--- config.mk ---
export PLATFORM = sky130hd
export DESIGN_NAME = pipe_hazard_ctrl
export DESIGN_NICKNAME = d
export VERILOG_FILES = /design/src/rtl/pipe_hazard_ctrl.sv
export SDC_FILE = /design/constraint.sdc
export NUM_CORES = 1
export LEC_CHECK = 0
export CAP_MARGIN = 10
export CORE_MARGIN = 8
export CORE_UTILIZATION = 43
export DETAILED_ROUTE_END_ITERATION = 8
export GPL_TIMING_DRIVEN = 1
export PLACE_DENSITY = 0.75
export SYNTH_ARGS = -nofsm -noshare
export SYNTH_HDL_FRONTEND = slang
export SYNTH_SLANG_ARGS = --single-unit
--- constraint.sdc ---
create_clock -name clk -period 1.6 [get_ports clk]
set_input_delay 0.16 -clock clk [delete_from_list [all_inputs] [get_ports clk]]
set_output_delay 0.16 -clock clk [all_outputs]
set_load 0.01 [all_outputs]
--- src/rtl/pipe_hazard_ctrl.sv ---
// Pipeline hazard controller: tracks post-ID stages in a shadow shift register and
// generates stall, bubble, flush, memory-wait and operand forwarding controls.
module pipe_hazard_ctrl #(
    parameter int REG_W  = 4,
    parameter int DEPTH  = 3,
    parameter int FWD_EN = 1,
    parameter int CNT_W  = 8
) (
    input  logic             clk,
    input  logic             rst,
    input  logic             id_valid,
    input  logic [REG_W-1:0] id_rn,
    input  logic [REG_W-1:0] id_rdm,
    input  logic             id_uses_rn,
    input  logic             id_two_src,
    input  logic             id_wb_en,
    input  logic             id_mem_read,
    input  logic             id_mem_write,
    input  logic [REG_W-1:0] id_dest,
    input  logic             branch_taken,
    input  logic             mem_ready,
    output logic             freeze_if,
    output logic             bubble_ex,
    output logic             flush,
    output logic             mem_stall,
    output logic [1:0]       fwd_sel_rn,
    output logic [1:0]       fwd_sel_rdm,
    output logic [DEPTH-1:0] stage_valid,
    output logic [CNT_W-1:0] stall_count
);

    logic [DEPTH-1:0]            sh_valid, sh_wb, sh_mr, sh_mw;
    logic [DEPTH-1:0][REG_W-1:0] sh_dest;
    logic [DEPTH-1:0]            match_rn, match_rdm;
    logic                        live_rn, live_rdm, hazard, mem_wait, load0;
    logic                        unused_ok;

    assign live_rn  = id_valid & id_uses_rn;
    assign live_rdm = id_valid & id_two_src;

    for (genvar i = 0; i < DEPTH; i++) begin : g_match
        assign match_rn[i]  = sh_valid[i] & sh_wb[i] & live_rn  & (sh_dest[i] == id_rn);
        assign match_rdm[i] = sh_valid[i] & sh_wb[i] & live_rdm & (sh_dest[i] == id_rdm);
    end

    // With forwarding only a load in EX is unresolvable; otherwise every
    // in-flight writer except WB (which writes before the read) blocks issue.
    if (FWD_EN != 0) begin : g_hz_fwd
        assign hazard = (match_rn[0] | match_rdm[0]) & sh_mr[0];
    end else begin : g_hz_stall
        assign hazard = |(match_rn[DEPTH-2:0] | match_rdm[DEPTH-2:0]);
    end

    assign mem_wait  = sh_valid[1] & (sh_mr[1] | sh_mw[1]) & ~mem_ready;
    assign mem_stall = rst & mem_wait;
    assign flush     = rst & ~mem_wait & branch_taken;
    assign bubble_ex = rst & ~mem_wait & ~branch_taken & hazard;
    assign freeze_if = mem_stall | bubble_ex;

    assign load0       = id_valid & ~branch_taken & ~hazard;
    assign stage_valid = sh_valid;

    always_ff @(posedge clk) begin
        if (!rst) begin
            sh_valid <= '0;
            sh_wb    <= '0;
            sh_mr    <= '0;
            sh_mw    <= '0;
            sh_dest  <= '0;
        end else if (!mem_wait) begin
            sh_valid <= {sh_valid[DEPTH-2:0], load0};
            sh_wb    <= {sh_wb[DEPTH-2:0], id_wb_en};
            sh_mr    <= {sh_mr[DEPTH-2:0], id_mem_read};
            sh_mw    <= {sh_mw[DEPTH-2:0], id_mem_write};
            sh_dest  <= {sh_dest[DEPTH-2:0], id_dest};
        end
    end

    if (FWD_EN != 0) begin : g_fwd
        logic [1:0] sel_rn_d, sel_rdm_d;
        // EX/MEM result is newer than MEM/WB, so entry 0 wins.
        assign sel_rn_d  = match_rn[0]  ? 2'd1 : (match_rn[1]  ? 2'd2 : 2'd0);
        assign sel_rdm_d = match_rdm[0] ? 2'd1 : (match_rdm[1] ? 2'd2 : 2'd0);

        always_ff @(posedge clk) begin
            if (!rst) begin
                fwd_sel_rn  <= 2'd0;
                fwd_sel_rdm <= 2'd0;
            end else if (!mem_wait) begin
                if (branch_taken || hazard) begin
                    fwd_sel_rn  <= 2'd0;
                    fwd_sel_rdm <= 2'd0;
                end else begin
                    fwd_sel_rn  <= sel_rn_d;
                    fwd_sel_rdm <= sel_rdm_d;
                end
            end
        end
    end else begin : g_nofwd
        assign fwd_sel_rn  = 2'd0;
        assign fwd_sel_rdm = 2'd0;
    end

    always_ff @(posedge clk) begin
        if (!rst)
            stall_count <= '0;
        else if (freeze_if && (stall_count != '1))
            stall_count <= stall_count + CNT_W'(1);
    end

    // Some shadow bits only matter for certain parameter choices.
    assign unused_ok = ^{sh_mr, sh_mw, match_rn, match_rdm};

endmodule
## Yosys cells after proc, flatten, opt, wreduce, memory -nomap -nowiden

Index checks and enable logic that the tools add are counted.

| storage, ports and cells | value |
|---|---|
| logic and storage cells | 52 |
| bits in registers | 29 |

| cells by class | value |
|---|---|
| equality and inequality tests | 5 |
| $add $sub $neg | 1 |
| bitwise operators | 29 |
| reductions and logical operators | 2 |
| mux-type cells | 6 |

Operators with widths:

| cell | count |
|---|---|
| AND 1 bit | 22 |
| == test 4 bit | 4 |
| two-way mux 2 bit | 6 |
| adder 8 x 1 -> 8 bit (second input constant) | 1 |
| inequality test 8 bit (second input constant) | 1 |
| NOT 1 bit | 4 |
| bitwise OR 1 bit | 3 |
| logical AND 1 bit | 1 |
| logical OR 1 bit | 1 |

## Logic depth before layout (Yosys ltp)

Gate-level depths: netlist of the first run.

| depth | value |
|---|---|
| depth in word-level cells | 9 |
| depth in mapped cells | 6 |
| mapped depth without buffers | 5 |

## Worst setup path after synthesis of the first run

Ideal clock, no wire load.

| timing | value |
|---|---|
| kind | reg-to-reg |
| start point | register sh_valid[1] (netlist: stage_valid[1]) |
| end point | register stall_count[0] |
| required time | 1.528 ns |
| period minus slack after synthesis | 1.760 ns |
| arrival | 1.688 ns |
| buffers on the path | 0 |
| cell stages (with the launch flop) | 6 |
| setup slack | -0.160 ns |
| setup time | 0.072 ns |
| path through | dfxtp_1 > inv_1 > o311ai_1 > nor2_2 > a21oi_1 > mux2i_1 |

| between the ends | value |
|---|---|
| longest elaborated chain between the ends | 8 |

Ends and longest elaborated chain:

| item | RTL line | RTL |
|---|---|---|
| start: declaration | 32 | `logic [DEPTH-1:0] sh_valid, sh_wb, sh_mr, sh_mw;` |
| start signal: assignment | 71 | `sh_valid <= {sh_valid[DEPTH-2:0], load0};` |
| AND 1 bit (*) (2 in series) | 54 | `assign mem_wait = sh_valid[1] & (sh_mr[1] \| sh_mw[1]) & ~mem_ready;` |
| NOT 1 bit | 57 | `assign bubble_ex = rst & ~mem_wait & ~branch_taken & hazard;` |
| AND 1 bit (3 in series) | 57 |  |
| bitwise OR 1 bit (*) | 58 | `assign freeze_if = mem_stall \| bubble_ex;` |
| logical AND 1 bit (*) | 107 | `else if (freeze_if && (stall_count != '1))` |
| end signal: assignment | 108 | `stall_count <= stall_count + CNT_W'(1);` |
| end: declaration | 29 | `output logic [CNT_W-1:0] stall_count` |

Mark *: on every way between the ends. The rest lies on a longest branch, timed or not.
A chain may end at the register's enable or synchronous reset.

## Final worst setup path of the first run

| timing | value |
|---|---|
| start point | register sh_dest[1] (netlist name) |
| end point | register fwd_sel_rdm[1] |

| between the ends | value |
|---|---|
| longest elaborated chain between the ends | 6 |

Ends and longest elaborated chain:

| item | RTL line | RTL |
|---|---|---|
| start: declaration | 33 | `logic [DEPTH-1:0][REG_W-1:0] sh_dest;` |
| start signal: assignment | 75 | `sh_dest <= {sh_dest[DEPTH-2:0], id_dest};` |
| == test 4 bit (on tied branches) | 42, 43 |  |
| AND 1 bit (on tied branches) | 42, 43 |  |
| bitwise OR 1 bit | 49 | `assign hazard = (match_rn[0] \| match_rdm[0]) & sh_mr[0];` |
| AND 1 bit | 49 |  |
| logical OR 1 bit | 90 | `if (branch_taken \|\| hazard) begin` |
| two-way mux 2 bit (*) | 90 |  |
| end signal: assignment | 95 | `fwd_sel_rdm <= sel_rdm_d;` |
| end: declaration | 27 | `output logic [1:0] fwd_sel_rdm,` |

Marked as above.

==> results by group, run 1 <==
Drt
  • Vias post-DR: 1717
  • WL met2: 2.66 mm
  • Metal-1 WL: 2.31 mm
  • WL/cell: 16.7 um
  • Final Routed Wirelength: 5.41 mm
  • Remaining DRCs: 0
  • Drt via density: 5.30
  • Metal3 WL: 276 um
  • DR pass1 iterations: 5
  • Antenna Nets Post-Route: 0
  • DR iter-0 viols: 130
  • Top routing layer in use: met4

Synthesis
  • Area of the mapped netlist: 0.00150 mm^2
  • Syn Inst Count: 187
  • Sequential cell area fraction in the yosys report: 38.7%
  • Post-synthesis cell type count: 35
  • Syn_nets: 210
  • Seq cells post-synth: 29
  • Yosys warnings: 0
  • Average size of a mapped cell: 8.02 um^2

Placement
  • Global placement routability congestion: 0.879
  • DP Area: 0.00228 mm^2
  • Placed Instances: 311
  • Hpwl dp: 3.28 mm
  • # port buffers: 40

Die
  • Num ports: 41
  • Initial Util: 45.0%
  • Core area: 0.00334 mm^2
  • Row count: 21
  • Die W: 75.1 um
  • Die footprint: 0.00563 mm^2
  • Die H: 75.1 um

STA
  • Final Hold Vio Count: 0
  • Unrepaired setup endpoints after global routing: yes
  • Min cycle time layout: 1.78 ns
  • Setup WS post-layout: -0.182 ns
  • Final period util: 111%
  • Actual slew at the worst max-slew pin: 0.397 ns
  • Skew final: 0.00956 ns
  • Max Freq: 561 MHz
  • Final Setup Violations: 10
  • Final Slew Violations: 0
  • Slew margin rel.: 73.3%
  • Hold WS: 0.370 ns

Global route
  • Initial antenna violation count: 0
  • Grt total ovfl: 0
  • Vias in the first global route: 1653
  • GR Util All Layers: 18.7%
  • First-pass GRT wire length: 7.98 mm
  • Largest net degree at the start of global routing: 16

Power
  • Pwr dens: 620 mW/mm^2
  • VDD IR max: 0.551 mV
  • Static Leak: 0.00109 uW

Run
  • Max_cap viols: 0

Setup path
  • Critical Path Start Type: register
  • Reg-to-reg slack, setup: -0.18 ns
  • CP cell instances: xor2_1 -> nor3_2 -> nand3_1 -> buf_4 -> buf_4 -> buf_6 -> buf_6 -> and3_4 -> a22o_1
  • Critical path type: reg -> reg
  • Critical Path Slowest Stage Cell: dfxtp_2
  • Worst path arrival time: 2.01 ns
  • Crit path max fanout: 3
  • CP max stage delay: 0.35 ns
  • Critical Path End Type: register
  • Crit path required time: 1.83 ns

CTS
  • Hold buffer count at CTS: 0
  • Clk sinks: 29
  • Worst-Skew Late Latency: 0.34 ns
  • CTS buffer count: 5
  • Clock Tree Buf Depth: 2
  • Clock-pin slew on the worst setup and hold paths: 0.09 ns
  • H-tree depth: 2
  • TritonCTS clock tree: built
  • CTS root buf: clkbuf_4

Layout
  • Non-filler instance count after layout: 324
  • Most common cell after layout, fill and taps aside: buf_4
  • Area growth syn-to-layout: 75.5%
  • Antenna cells: 0
  • Fin area: 0.00263 mm^2
  • Commonest cells after routing, fill and taps aside: buf_4, nand2_1, clkdlybuf4s50_1
  • Layout cells sized above 1: 36.0%
  • Net count reported at finish: 300

Run status
  • Outcome: finished, violations left
  • Violated checks: negative setup slack

Hold path
  • Hold WC Path Type: in -> reg
-- worst max-delay path, delay by kind of cell (launching register included) --
family	cells	cell delay, ns
AOI/OAI and AO/OA	1	0.17
xor gates and xnor gates	1	0.17
buffers and inverters	4	0.49
and+or+nand+nor	3	0.50
DFF	1	0.35
-- cell usage after synthesis, drive strengths merged --
library cell,number,share of area [%]
o311ai,1,0.58
xnor2,10,5.8
mux2i,10,6.7
dfxtp,29,39
o31ai,1,0.50
nor3,7,2.7
and4,4,2.3
a22o,3,1.8
or4,1,0.50
nand3,9,3.0
a2bb2o,1,0.67
nor3b,1,0.50
ha,1,0.83
a31oi,3,1.3
nor2,14,3.7
xor2,6,3.5
o311a,1,0.67
a21oi,16,5.3
or2b,1,0.50
buf,2,0.67
a32o,1,0.67
and2,1,0.42
nand2b,2,0.83
nand2,40,10
inv,6,1.5
nor4b,2,1.6
or3,1,0.42
and3,3,1.3
clkbuf,5,1.3
o21ai,2,0.67
nor4,3,1.3
-- through the flow --
stage / util (%) / setup WS, ns / setup TNS (ns) / total power (uW)
floorplan: - / -0.0214 / -0.0596 / 858
global placement: 68.3 / -0.478 / -6.83 / 1000
detailed placement: 68.3 / -0.494 / -6.94 / 1000
CTS: 73.8 / -0.111 / -0.388 / 1600
global route: 78.9 / -0.254 / -1.42 / 1690
finish: 78.9 / -0.182 / -0.663 / 1630
-- sequential cells by signal, summed over array words and instances (netlist names) --
signal and count:
fwd_sel_rdm 2, fwd_sel_rn 2, sh_dest 8, sh_mr 2, sh_mw 2, sh_wb 2, stage_valid 3, stall_count 8
-- cells by family (layout without fill, tap and decap cells) --
| group | after synthesis | count (layout) | synth area share (%) |
|---|---|---|---|
| AO/OA/AOI/OAI | 29 | 29 | 12.1 |
| XOR/XNOR | 16 | 16 | 9.34 |
| adder cells (fa/ha/maj) | 1 | 1 | 0.834 |
| buffers and inverters | 13 | 104 | 3.42 |
| flip-flops | 29 | 29 | 38.7 |
| multiplexers | 10 | 10 | 6.67 |
| AND/OR/NAND/NOR | 89 | 89 | 28.9 |
-- final cells by class --
| cell class | count | area, um^2 |
|---|---|---|
| flip-flops and latches | 29 | 597 |
| fillers | 209 | 704 |
| clock buffers | 6 | 41.3 |
| repair buffers | 90 | 796 |
| clock inverters | 2 | 35.0 |
| inverters | 6 | 22.5 |
| well taps | 46 | 57.6 |
| multi-input cells | 145 | 1080 |
-- routing by layer --
| layer | GRT usage (%) | up-vias |
|---|---|---|
| li1 | - | 830 |
| met4 | 9.13 | 0 |
| met2 | 30.4 | 55 |
| met3 | 3.60 | 15 |
| met5 | 0 | - |
| met1 | 22.8 | 817 |
-- final timing paths --
path,from,end,cells after the start
hold reg to reg,sh_wb[1],sh_wb[1],2
setup reg to reg,sh_dest[1],fwd_sel_rdm[1],9
setup / recovery,sh_dest[1],fwd_sel_rdm[1],9
hold / removal,id_mem_read,sh_mr[0],3
-- repair_timing --
item	in CTS	in global routing
buffers inserted	3	3
pin swaps	7	5
setup endpoints to repair	13	15
resized for setup	42	32
-- where the power goes --
group | switching [uW] | internal (uW) | total [uW]
combinational | 115 | 150 | 265
clock | 277 | 327 | 605
sequential | 23.5 | 740 | 763
(Power assumes the default switching activity.)
==> inputs of run 2 (changes only) <==
==> constraint.sdc (replaced) <==
create_clock -name clk -period 1.6 [get_ports clk]
set_input_delay 0.32 -clock clk [delete_from_list [all_inputs] [get_ports clk]]
set_output_delay 0.32 -clock clk [all_outputs]
set_load 0.01 [all_outputs]
==> results by group, run 2 (synthesis gave the netlist of run 1 again) <==
STA
  • Actual slew at the worst max-slew pin: 0.425 ns
  • Final Hold Vio Count: 0
  • Setup WS post-layout: -0.373 ns
  • Final period util: 123%
  • Final Setup Violations: 13
  • Final Slew Violations: 0
  • Hold WS: 0.442 ns
  • Max Freq: 507 MHz
  • Min cycle time layout: 1.97 ns
  • Setup TNS: -1.76 ns
  • Slew margin rel.: 71.6%
  • Unrepaired setup endpoints after global routing: yes
  • Skew final: 0.00524 ns

Global route
  • GR Util All Layers: 18.5%
  • M2 GR Usage: 30.7%
  • Initial antenna violation count: 0
  • Met3 GRT Util: 3.46%
  • Most Used Layer, Global Route: met2
  • First-pass GRT wire length: 7.91 mm
  • Grt total ovfl: 0
  • Largest net degree at the start of global routing: 16
  • Vias in the first global route: 1737
  • Global routing usage on met1: 21.3%

Layout
  • Most common cell after layout, fill and taps aside: buf_4
  • Commonest cells after routing, fill and taps aside: buf_4, nand2_1, dlygate4sd2_1
  • Antenna cells: 0
  • Layout cells sized above 1: 37.4%
  • Area growth syn-to-layout: 75.8%
  • Net count reported at finish: 300

CTS
  • CTS root buf: clkbuf_4
  • Worst-Skew Late Latency: 0.34 ns
  • Clock Tree Buf Depth: 2
  • TritonCTS clock tree: built
  • CTS buffer count: 5
  • H-tree depth: 2
  • Clk sinks: 29
  • Clock-pin slew on the worst setup and hold paths: 0.10 ns

Setup path
  • Critical Path Start Type: register
  • R2R depth: 7
  • Worst path arrival time: 1.65 ns
  • Reg-to-reg slack, setup: -0.14 ns
  • Critical Path End Type: primary output
  • RR Startpoint: stage_valid[1]
  • Crit path to: bubble_ex
  • Crit. Startpoint: sh_dest[0]
  • Critical path type: reg -> out
  • RR Endpoint: stall_count[3]
  • Crit path max fanout: 3
  • Crit path required time: 1.28 ns

Power
  • Pwr dens: 638 mW/mm^2
  • Static Leak: 0.00123 uW
  • VDD IR max: 0.524 mV

Drt
  • DR pass1 iterations: 4
  • Vias post-DR: 1762
  • DR iter-0 viols: 129
  • Drt via density: 5.44
  • WL/cell: 17.0 um
  • Antenna Nets Post-Route: 0
  • Final Routed Wirelength: 5.50 mm
  • Remaining DRCs: 0

Placement
  • Global placement routability congestion: 0.866
  • # port buffers: 40
  • Hpwl dp: 3.30 mm

Hold path
  • Hold WC Path Type: in -> reg

Die
  • Num ports: 41
  • Die W: 75.1 um
  • Die footprint: 0.00563 mm^2
  • Die H: 75.1 um
  • Core area: 0.00334 mm^2
  • Initial Util: 45.0%
  • Row count: 21

Run
  • Max_cap viols: 0

Run status
  • Outcome: finished, violations left
  • Violated checks: negative setup slack
==> run 2: changes by cell type in the layout (fill, tap and decap cells not counted), sizes merged <==
cell           delta
inv               +1
clkinv            -1
dlygate4sd2      +21
clkdlybuf4s50    -25
dlymetal6s2s      +4
==> run 2: per-layer routing <==
metal,up-vias,part of all wire (%)
li1,833,-
met2,72,49
met3,23,5.9
met5,-,0
met4,0,4.5
met1,834,40
==> run 2: worst min path at each step <==
stage          startpoint  cells past startpoint  slack [ns]              to
6_report         id_valid                      2        0.44  stage_valid[0]
5_1_grt          id_valid                      2        0.44  stage_valid[0]
4_1_cts          id_valid                      2        0.42  stage_valid[0]
3_5_place_dp     sh_mw[0]                      2        0.45        sh_mw[0]
3_3_place_gp     sh_wb[1]                      2        0.44        sh_wb[1]
2_1_floorplan    sh_wb[1]                      2        0.43        sh_wb[1]
==> run 2: cell type report <==
class / instances / area, um^2
clock buffers: 6 / 51.3
clock inverters: 2 / 36.3
fillers: 211 / 699
inverters: 6 / 22.5
multi-input cells: 145 / 1090
flip-flops and latches: 29 / 602
well taps: 46 / 57.6
repair buffers: 90 / 782
==> run 2: timing repair <==
action / 4_1_cts / 5_1_grt
hold buffers: 0 / 0
gates resized for setup: 77 / 28
setup buffers: 6 / 4
setup endpoints to repair: 25 / 19
pin swaps: 11 / 11
==> run 2: metrics by stage <==
stage / cells / utilization (%) / area (um^2) / power [uW] / worst slack, ns
2_1_floorplan: 187 / - / 1520 / 858 / -0.0214
6_report: 324 / 79.0 / 2640 / 1680 / -0.373
3_3_place_gp: 312 / 68.5 / 2290 / 1000 / -0.821
3_5_place_dp: 312 / 68.5 / 2290 / 1010 / -0.834
4_1_cts: 324 / 76.0 / 2530 / 1650 / -0.284
5_1_grt: 324 / 79.0 / 2640 / 1740 / -0.456
==> run 2: critical path: stages, from the launching register on <==
cell and delay, ns:
dfxtp_4 0.38, xor2_2 0.15, nor3_2 0.25, nand3_1 0.16, o21ai_1 0.10, and3_1 0.17
buf_6 0.10
==> run 2: where the power goes <==
part	total, uW	internal [uW]	switching, uW
registers	764	739	25.0
logic	264	147	117
clock network	653	372	281
total	1680	1260	423
